--- config.mk ---
export PLATFORM = sky130hd
export DESIGN_NAME = weight_row_mac_ctrl
export DESIGN_NICKNAME = d
export VERILOG_FILES = /design/src/rtl/ann_pkg.sv /design/src/rtl/mac_sat_unit.sv /design/src/rtl/weight_row_mac_ctrl.sv
export SDC_FILE = /design/constraint.sdc
export NUM_CORES = 1
export LEC_CHECK = 0
export BUFFER_PORTS_ARGS = -buffer_cell sky130_fd_sc_hd__buf_2
export CELL_PAD_IN_SITES_DETAIL_PLACEMENT = 2
export CELL_PAD_IN_SITES_GLOBAL_PLACEMENT = 2
export CORE_MARGIN = 3
export CORE_UTILIZATION = 36
export CTS_CLUSTER_SIZE = 10
export DETAILED_ROUTE_END_ITERATION = 12
export GPL_TIMING_DRIVEN = 0
export MAX_ROUTING_LAYER = met4
export PLACE_DENSITY_LB_ADDON = 0.1
export SYNTH_ARGS = -nofsm -noshare
export SYNTH_HDL_FRONTEND = slang
export SYNTH_SLANG_ARGS = --single-unit
--- constraint.sdc ---
create_clock -name CLK -period 7.25 [get_ports CLK]
set_clock_uncertainty 0.15 [all_clocks]
set_input_delay 1.0875 -clock CLK [delete_from_list [all_inputs] [get_ports CLK]]
set_output_delay 1.0875 -clock CLK [all_outputs]
set_load 0.005 [all_outputs]
--- src/rtl/ann_pkg.sv ---
// Shared types and arithmetic helpers for the neuron MAC datapath.
package ann_pkg;

    localparam int DATA_W    = 16;
    localparam int FRAC_BITS = 8;
    localparam int ACC_W     = 40;

    typedef enum logic [1:0] {
        IDLE,
        READ,
        DRAIN,
        FINISH
    } state_t;

    localparam logic signed [ACC_W-1:0] SAT_MAX = ACC_W'(2 ** (DATA_W - 1) - 1);
    localparam logic signed [ACC_W-1:0] SAT_MIN = ~SAT_MAX;

    function automatic logic [DATA_W-1:0] sat(input logic signed [ACC_W-1:0] v);
        if (v > SAT_MAX) begin
            sat = SAT_MAX[DATA_W-1:0];
        end else if (v < SAT_MIN) begin
            sat = SAT_MIN[DATA_W-1:0];
        end else begin
            sat = v[DATA_W-1:0];
        end
    endfunction

endpackage

--- src/rtl/mac_sat_unit.sv ---
// Signed multiply-accumulate with deferred scaling, bias add and saturation.
module mac_sat_unit
    import ann_pkg::*;
(
    input  logic              clk,
    input  logic              rst,
    input  logic              clr,
    input  logic              acc_en,
    input  logic              fin,
    input  logic [DATA_W-1:0] bias,
    input  logic [DATA_W-1:0] w,
    input  logic [DATA_W-1:0] x,
    output logic [DATA_W-1:0] result
);

    logic signed [ACC_W-1:0]    acc;
    logic        [DATA_W-1:0]   bias_r;
    logic signed [2*DATA_W-1:0] prod;
    logic signed [ACC_W-1:0]    prod_ext;
    logic signed [ACC_W-1:0]    bias_ext;
    logic signed [ACC_W-1:0]    sum;

    assign prod     = $signed(w) * $signed(x);
    assign prod_ext = {{(ACC_W - 2 * DATA_W){prod[2*DATA_W-1]}}, prod};
    assign bias_ext = {{(ACC_W - DATA_W){bias_r[DATA_W-1]}}, bias_r};
    // Scale once after accumulation so the floor is taken on the full sum.
    assign sum      = (acc >>> FRAC_BITS) + bias_ext;

    always_ff @(posedge clk) begin
        if (rst) begin
            acc    <= '0;
            bias_r <= '0;
            result <= '0;
        end else begin
            if (clr) begin
                acc    <= '0;
                bias_r <= bias;
            end else if (acc_en) begin
                acc <= acc + prod_ext;
            end
            if (fin) begin
                result <= sat(sum);
            end
        end
    end

endmodule

--- src/rtl/weight_row_mac_ctrl.sv ---
// Dot-product sequencer for one neuron; owns the weight BRAM write port while idle.
module weight_row_mac_ctrl
    import ann_pkg::*;
#(
    parameter int NUM_W  = 28,
    parameter int ADDR_W = 5
) (
    input  logic              CLK,
    input  logic              RST,
    input  logic              START,
    input  logic [DATA_W-1:0] BIAS,
    output logic              BUSY,
    output logic              DONE,
    output logic [DATA_W-1:0] RESULT,
    input  logic              LOAD_WE,
    input  logic [ADDR_W-1:0] LOAD_ADDR,
    input  logic [DATA_W-1:0] LOAD_DATA,
    output logic              LOAD_BUSY,
    output logic [ADDR_W-1:0] W_ADDR,
    output logic [DATA_W-1:0] W_DI,
    output logic              W_EN,
    output logic              W_WE,
    input  logic [DATA_W-1:0] W_DO,
    output logic [ADDR_W-1:0] X_ADDR,
    output logic              X_EN,
    input  logic [DATA_W-1:0] X_DO
);

    localparam logic [ADDR_W-1:0] LAST = ADDR_W'(NUM_W - 1);

    state_t            state;
    state_t            state_n;
    logic [ADDR_W-1:0] addr_r;
    logic [ADDR_W-1:0] addr_n;
    logic              en_r;
    logic              en_n;
    logic              done_r;
    logic              clr;
    logic              acc_en;
    logic              fin;
    logic              idle;
    logic              load_ok;

    always_ff @(posedge CLK) begin
        if (RST) begin
            state <= IDLE;
        end else begin
            state <= state_n;
        end
    end

    always_comb begin
        state_n = state;
        addr_n  = addr_r;
        en_n    = en_r;
        clr     = 1'b0;
        acc_en  = 1'b0;
        fin     = 1'b0;
        unique case (state)
            IDLE: begin
                if (START) begin
                    state_n = READ;
                    addr_n  = '0;
                    en_n    = 1'b1;
                    clr     = 1'b1;
                end
            end
            READ: begin
                acc_en = 1'b1;
                addr_n = addr_r + 1'b1;
                if (addr_n == LAST) begin
                    state_n = DRAIN;
                end
            end
            DRAIN: begin
                // Enable held through the last issue cycle so address NUM_W-1 is read.
                acc_en  = 1'b1;
                en_n    = 1'b0;
                addr_n  = '0;
                state_n = FINISH;
            end
            FINISH: begin
                fin     = 1'b1;
                state_n = IDLE;
            end
            default: begin
                state_n = IDLE;
            end
        endcase
    end

    always_ff @(posedge CLK) begin
        if (RST) begin
            addr_r <= '0;
            en_r   <= 1'b0;
            done_r <= 1'b0;
        end else begin
            addr_r <= addr_n;
            en_r   <= en_n;
            done_r <= fin;
        end
    end

    mac_sat_unit u_mac (
        .clk    (CLK),
        .rst    (RST),
        .clr    (clr),
        .acc_en (acc_en),
        .fin    (fin),
        .bias   (BIAS),
        .w      (W_DO),
        .x      (X_DO),
        .result (RESULT)
    );

    assign idle      = (state == IDLE);
    assign load_ok   = idle & LOAD_WE & ~START;
    assign BUSY      = ~idle;
    assign DONE      = done_r;
    assign LOAD_BUSY = ~idle | START;

    assign W_ADDR = idle ? LOAD_ADDR : addr_r;
    assign W_DI   = idle ? LOAD_DATA : '0;
    assign W_EN   = idle ? load_ok : en_r;
    assign W_WE   = load_ok;
    assign X_ADDR = addr_r;
    assign X_EN   = en_r;

endmodule

# ---- Word-level counts from Yosys, hierarchy flattened
# Cells that the tools add are included.
dict set report word_totals {
  ff_bits 81
  in_bits 73
  wordCells 48
}
dict set report op_classes {
  addsub 3
  mul 1
  n_lt_le_gt_ge 2
  eq_ne 6
  n_mux 16
  bitwise_logic 5
  reduce_logical 8
}
# operator n
set op_table {}
lappend op_table {{16-bit two-way mux} 3}
lappend op_table {{40-bit by 32-bit adder with 40-bit output} 1}
lappend op_table {{40-bit by 16-bit > comparator with 1-bit output (second input constant)} 1}
lappend op_table {{40-bit by 16-bit less-than comparator with 1-bit output (second input constant)} 1}
lappend op_table {{32-bit by 16-bit adder with 33-bit output} 1}
lappend op_table {{16-bit by 16-bit multiplier with 32-bit output} 1}
lappend op_table {{5-bit one-hot mux with 3 select lines} 1}
lappend op_table {{5-bit two-way mux} 2}
lappend op_table {{2-bit one-hot mux with 4 select lines} 1}
lappend op_table {{1-bit two-way mux} 6}
lappend op_table {{2-bit AND reduction} 3}
lappend op_table {{5-bit by 1-bit adder with 5-bit output (second input constant)} 1}
lappend op_table {{5-bit equality test (second input constant)} 1}
lappend op_table {{2-bit equality test (second input constant)} 2}
lappend op_table {{2-bit two-way mux} 2}
lappend op_table {{2-bit inequality test (second input constant)} 2}
lappend op_table {{2-bit OR reduction} 2}
lappend op_table {{3-bit nonzero test} 1}
lappend op_table {{1-bit bitwise AND} 2}
lappend op_table {{2-bit by 1-bit equality test with 1-bit output (second input constant)} 1}
lappend op_table {{2-bit zero test} 1}
lappend op_table {{1-bit inverter} 2}
lappend op_table {{1-bit one-hot mux with 2 select lines} 1}
lappend op_table {{2-bit nonzero test} 1}
lappend op_table {{1-bit bitwise OR} 1}

# ---- Logic depth before layout (Yosys ltp)
dict set report depth {
  ltp_word 4
  mapped_depth 26
}

# ---- By module
# From an unflattened synthesis, not the netlist that was laid out.
dict set report hier_totals {
  cells_unflattened 1964
  hier_area_um2 17404.2
}
# mod instances cells_per_inst area_each_um2 seq_area_each_um2
set by_module_without_submodules {}
lappend by_module_without_submodules {mac_sat_unit 1 1868 16656.0 1441.4}
lappend by_module_without_submodules {weight_row_mac_ctrl 1 96 748.2 180.2}

# ---- Worst setup path after synthesis
# Ideal clock, no wire load.
dict set report synth_path {
  path_type {in2reg}
  start {in X_DO[9]}
  end {reg u_mac.acc[39]}
  setup_ns 0.130
  arrival_ns 7.185
  required_ns 6.970
  slack_ns -0.215
  stages 24
  cell_sequence {clkbuf_1 -> clkbuf_1 -> nand2_1 -> fa_1 -> inv_1 -> fa_1 -> fa_1 -> fa_1 -> fa_1 -> inv_1 -> fa_1 -> inv_1 -> ha_1 -> a21o_1 -> a31o_2 -> a221oi_1 -> a21oi_1 -> o21a_1 -> o31a_1 -> o41ai_2 -> o211ai_1 -> a31oi_1 -> xnor2_1 -> o22ai_1}
}
dict set report synth_between {
  elab_chain_len 2
}
# element line
set synth_rtl {}
lappend synth_rtl {{start, declared} weight_row_mac_ctrl.sv:26} ;# input logic [DATA_W-1:0] X_DO
lappend synth_rtl {{16-bit by 16-bit multiplier with 32-bit output} mac_sat_unit.sv:23} ;# assign prod = $signed(w) * $signed(x);
lappend synth_rtl {{40-bit by 32-bit adder with 40-bit output} mac_sat_unit.sv:39} ;# acc <= acc + prod_ext;
lappend synth_rtl {{end signal, assigned} mac_sat_unit.sv:39}
lappend synth_rtl {{end, declared} mac_sat_unit.sv:16} ;# logic signed [ACC_W-1:0] acc;
# Every way passes these cells.
# A chain may end at the register's enable or synchronous reset.

# ---- Final worst setup path
dict set report layout_path {
  start {in W_DO[9]}
  end {reg u_mac.acc[39]}
}
dict set report layout_between {
  elab_chain_len 2
}
# element line
set layout_rtl {}
lappend layout_rtl {{start, declared} weight_row_mac_ctrl.sv:23} ;# input logic [DATA_W-1:0] W_DO,
lappend layout_rtl {{16-bit by 16-bit multiplier with 32-bit output} mac_sat_unit.sv:23}
lappend layout_rtl {{40-bit by 32-bit adder with 40-bit output} mac_sat_unit.sv:39}
# Every way passes these cells.

==> metrics.txt <==
# TYPE chip_impl_metric gauge
chip_impl_info{name="status",value="finished, violations left"} 1
chip_impl_info{name="failed_checks",value="setup timing"} 1
chip_impl_metric{name="final_antenna_net_count",unit=""} 0
chip_impl_metric{name="final_core_util",unit=""} 0.445
chip_impl_metric{name="hold_buffers",unit=""} 0
chip_impl_metric{name="fmax",unit="MHz"} 136
chip_impl_metric{name="dpl_cell_area",unit="um^2"} 18700
chip_impl_metric{name="floorplan.die_area",unit="um^2"} 50700
chip_impl_metric{name="first_global_vias",unit=""} 16400
chip_impl_metric{name="dp_hpwl",unit="um"} 49900
chip_impl_metric{name="synth_fp_nets",unit=""} 2503
chip_impl_metric{name="number_of_antenna_violations_at_the_first_check_in_global_routing",unit=""} 0
chip_impl_metric{name="placeableCoreArea",unit="um^2"} 47000
chip_impl_metric{name="synth_cells",unit=""} 1946
chip_impl_metric{name="report.final.slew_viol_count",unit=""} 0
chip_impl_info{name="cp-end-kind",value="flip-flop"} 1
chip_impl_metric{name="worst_pin_slew",unit="ns"} 0.842
chip_impl_metric{name="cp.required",unit="ns"} 7.31
chip_impl_metric{name="timing.max_cap.violations",unit=""} 0
chip_impl_info{name="worst_min_delay_path_category",value="reg2reg"} 1
chip_impl_metric{name="gp_congestion",unit=""} 0.854
chip_impl_metric{name="layout-drive-gt1-share",unit=""} 0.175
chip_impl_metric{name="final_area",unit="um^2"} 20900
chip_impl_metric{name="chipHeight",unit="um"} 225
chip_impl_info{name="kind_of_launch_point_of_the_worst_setup_path",value="primary input"} 1
chip_impl_metric{name="postSynth.asyncResetShare",unit=""} 0
chip_impl_info{name="synthFlopType",value="dfxtp_1"} 1
chip_impl_metric{name="slew-limit-headroom",unit=""} 0.438
chip_impl_metric{name="cts-root-to-sink-buffers",unit=""} 2
chip_impl_metric{name="clk-insertion-delay-late",unit="ns"} 0.35
chip_impl_metric{name="critical_path_arrival",unit="ns"} 7.44
chip_impl_metric{name="final_min_period_over_clock_period",unit=""} 1.02
chip_impl_info{name="clock_tree_from_tritoncts",value="yes"} 1
chip_impl_metric{name="yosys_register_bits",unit=""} 81
chip_impl_info{name="clock_root_cell",value="clkbuf_16"} 1
chip_impl_metric{name="clkTransAtPathRegs",unit="ns"} 0.08
chip_impl_metric{name="signed_area_change_from_the_synthesized_netlist_to_the_final_layout",unit="%"} 20.9
chip_impl_metric{name="clkSinkCount",unit=""} 81
chip_impl_metric{name="drt_iter0_markers",unit=""} 462
chip_impl_metric{name="numPortBuffers",unit=""} 119
chip_impl_metric{name="multi_input_area",unit="um^2"} 14300
chip_impl_metric{name="initial_core_util",unit=""} 0.368
chip_impl_metric{name="yosysWarningCount",unit=""} 0
chip_impl_metric{name="final_hold_vios",unit=""} 0
chip_impl_metric{name="maximum_number_of_pins_on_one_net_before_global_route_repair",unit=""} 22
chip_impl_metric{name="die_width",unit="um"} 225
chip_impl_metric{name="synth_edf_count",unit=""} 0
chip_impl_metric{name="detail_route.vias_per_cell",unit=""} 5.08
chip_impl_metric{name="antenna_cells",unit=""} 0
chip_impl_metric{name="synthesis.area_per_instance",unit="um^2"} 8.88
chip_impl_metric{name="seq_area_frac_synth",unit=""} 0.0939
chip_impl_metric{name="cts_made_buffers",unit=""} 9
chip_impl_metric{name="whs",unit="ns"} 0.324
chip_impl_metric{name="avgRoutedWirePerCell",unit="um"} 22.0
chip_impl_metric{name="finalSetupViolations",unit=""} 8
chip_impl_metric{name="cts_htree_levels",unit=""} 3
chip_impl_metric{name="route.vias.total",unit=""} 14100
chip_impl_metric{name="rows",unit=""} 79
chip_impl_metric{name="setup_total_negative_slack",unit="ns"} -0.603
chip_impl_metric{name="layout.filler_cells",unit=""} 5136
chip_impl_metric{name="nNetsFinal",unit=""} 2710
chip_impl_metric{name="layout.area.seq",unit="um^2"} 1620
chip_impl_metric{name="syn-cell-area",unit="um^2"} 17300
chip_impl_metric{name="route.final.wire_length",unit="um"} 60800
chip_impl_info{name="timing.setup.critical_path_class",value="in2reg"} 1
chip_impl_metric{name="critical_path.max_fanout",unit=""} 7
chip_impl_metric{name="global_route.overflow_total",unit=""} 0
chip_impl_metric{name="grt_pass1_wl",unit="um"} 96700
chip_impl_metric{name="io-pin-count",unit=""} 121
chip_impl_metric{name="residual_drc_count",unit=""} 0
chip_impl_metric{name="drtPass1Iterations",unit=""} 4
chip_impl_metric{name="synth_cell_types",unit=""} 68
chip_impl_info{name="rsz_0062_raised_after_global_routing",value="yes"} 1
chip_impl_metric{name="finalCriticalPeriod",unit="ns"} 7.38
chip_impl_metric{name="layout_setup_ws",unit="ns"} -0.127
chip_impl_metric{name="globalRouteTotalUtil",unit=""} 0.253
[critical path, cell delays in order]
cell and delay (ns):
buf_12 0.11, clkbuf_16 0.16, nand2_4 0.06, fa_1 0.56, inv_2 0.05, fa_1 0.56, inv_2 0.05, fa_1 0.50
inv_2 0.05, fa_2 0.41, fa_1 0.57, inv_1 0.05, fa_1 0.50, inv_2 0.05, ha_4 0.21, a21o_1 0.19
a31o_2 0.23, a221oi_4 0.25, a21oi_2 0.12, o21a_1 0.24, o31a_1 0.35, o41ai_4 0.39, o211ai_1 0.17, a31oi_1 0.29
xnor2_1 0.15, o22ai_1 0.08
[cells in the mapped netlist (all sizes together) (3+ instances only)]
| cell | n | area (um^2) |
|---|---|---|
| buf | 5 | 33.8 |
| and2 | 131 | 820 |
| a31oi | 9 | 62.6 |
| clkbuf | 60 | 225 |
| dfxtp | 81 | 1620 |
| o21ai | 35 | 179 |
| o21bai | 10 | 75.1 |
| o211ai | 6 | 50.1 |
| nor3 | 19 | 100 |
| or4 | 3 | 22.5 |
| xnor2 | 41 | 359 |
| a21oi | 79 | 395 |
| a21o | 33 | 248 |
| nor4 | 3 | 18.8 |
| nand4b | 3 | 32.5 |
| nand2 | 212 | 796 |
| o22ai | 4 | 38.8 |
| nor2 | 106 | 400 |
| nand4 | 10 | 62.6 |
| a41oi | 4 | 35.0 |
| nand2b | 14 | 87.6 |
| ha | 153 | 1910 |
| mux2i | 29 | 290 |
| mux2 | 4 | 45.0 |
| a211oi | 6 | 45.0 |
| nand3 | 24 | 120 |
| o32ai | 16 | 215 |
| xor2 | 20 | 175 |
| nand3b | 5 | 37.5 |
| nor2b | 7 | 43.8 |
| o31a | 4 | 35.0 |
| inv | 416 | 1560 |
| o21a | 9 | 67.6 |
| and3 | 11 | 68.8 |
| nor4b | 3 | 26.3 |
| fa | 331 | 6630 |
| or3 | 12 | 75.1 |
[state kept, by name, summed over array words and instances, names as in the netlist]
register	cells
u_mac.acc	40
u_mac.bias_r	16
u_mac.result	16
X_ADDR	5
state	2
DONE	1
X_EN	1
[cell families after synthesis]
family	Yosys count	synth area share
AO/OA/AOI/OAI	238	0.0968
XOR/XNOR	61	0.0309
adder cells (fa/ha/maj)	484	0.494
buffers and inverters	481	0.105
flip-flops	81	0.0939
multiplexers	33	0.0194
AND/OR/NAND/NOR	568	0.159
[path summary, 6_finish.rpt]
kind | from | endpoint | slack (ns) | cells past startpoint
max reg2reg | u_mac.acc[15]$_SDFFE_PP0P_ | u_mac.acc[39]$_SDFFE_PP0P_ | 1.15 | 21
min reg2reg | u_mac.bias_r[2]$_SDFFE_PP0P_ | u_mac.bias_r[2]$_SDFFE_PP0P_ | 0.32 | 2
max | W_DO[9] | u_mac.acc[39]$_SDFFE_PP0P_ | -0.13 | 26
min | u_mac.bias_r[2]$_SDFFE_PP0P_ | u_mac.bias_r[2]$_SDFFE_PP0P_ | 0.32 | 2
[cells in the final DEF, fill, tap and decap left out, types with 6 or more instances in the layout]
| master | count |
|---|---|
| buf_6 | 12 |
| inv_1 | 392 |
| inv_2 | 23 |
| mux2i_1 | 29 |
| nor3_1 | 15 |
| o32ai_2 | 11 |
| and3_1 | 10 |
| buf_12 | 15 |
| and2_1 | 126 |
| clkbuf_16 | 30 |
| fa_1 | 310 |
| or3_1 | 12 |
| ha_4 | 13 |
| buf_8 | 9 |
| xor2_1 | 20 |
| fa_2 | 21 |
| a31oi_1 | 7 |
| xnor2_1 | 40 |
| a211oi_1 | 6 |
| a21oi_2 | 6 |
| nand3_1 | 22 |
| nand2_1 | 198 |
| clkbuf_8 | 6 |
| o21a_1 | 9 |
| nor2_1 | 105 |
| o21ai_0 | 28 |
| nand4_1 | 10 |
| nand2b_1 | 13 |
| nand2_2 | 12 |
| ha_1 | 138 |
| dfxtp_1 | 81 |
| buf_2 | 90 |
| a21o_1 | 33 |
| a21oi_1 | 72 |
| nor2b_1 | 7 |
| buf_4 | 72 |
| clkbuf_1 | 29 |
| o21bai_1 | 8 |
[repair_timing]
action                     in CTS  in global routing
gates resized for setup       247                 66
setup endpoints to repair      20                 15
cloned                          1                  0
buffers inserted               62                 15
hold endpoints to repair        0                  0
pin swaps                      48                 54
[layout make-up]
cell class | instances | share of cell area
multi-input cells | 1384 | 0.686
flip-flops and latches | 81 | 0.0776
inverters | 416 | 0.0749
repair buffers | 195 | 0.0728
plain buffers | 65 | 0.0381
well taps | 607 | 0.0364
clock buffers | 9 | 0.0108
clock inverters | 7 | 0.00353
repair inverters | 1 | 0.000240
[per-stage QoR]
step           setup WS (ns)  cells
6_report              -0.127   2765
5_1_grt               -0.397   2765
4_1_cts              -0.0845   2751
3_5_place_dp           -1.57   2672
3_3_place_gp           -1.55   2672
2_1_floorplan         0.0107   1946
[layer usage]
| metal | track usage | wire [um] | vias up |
|---|---|---|---|
| li1 | - | - | 6469 |
| met1 | 0.319 | 26300 | 7375 |
| met2 | 0.460 | 32200 | 150 |
| met3 | 0.00586 | 952 | 57 |
| met4 | 0.0521 | 1380 | 0 |
| met5 | - | 0 | - |
Power is left out: the tool's default activity adds up to more than one toggle a clock period on the data nets, which glitch-free logic cannot reach.
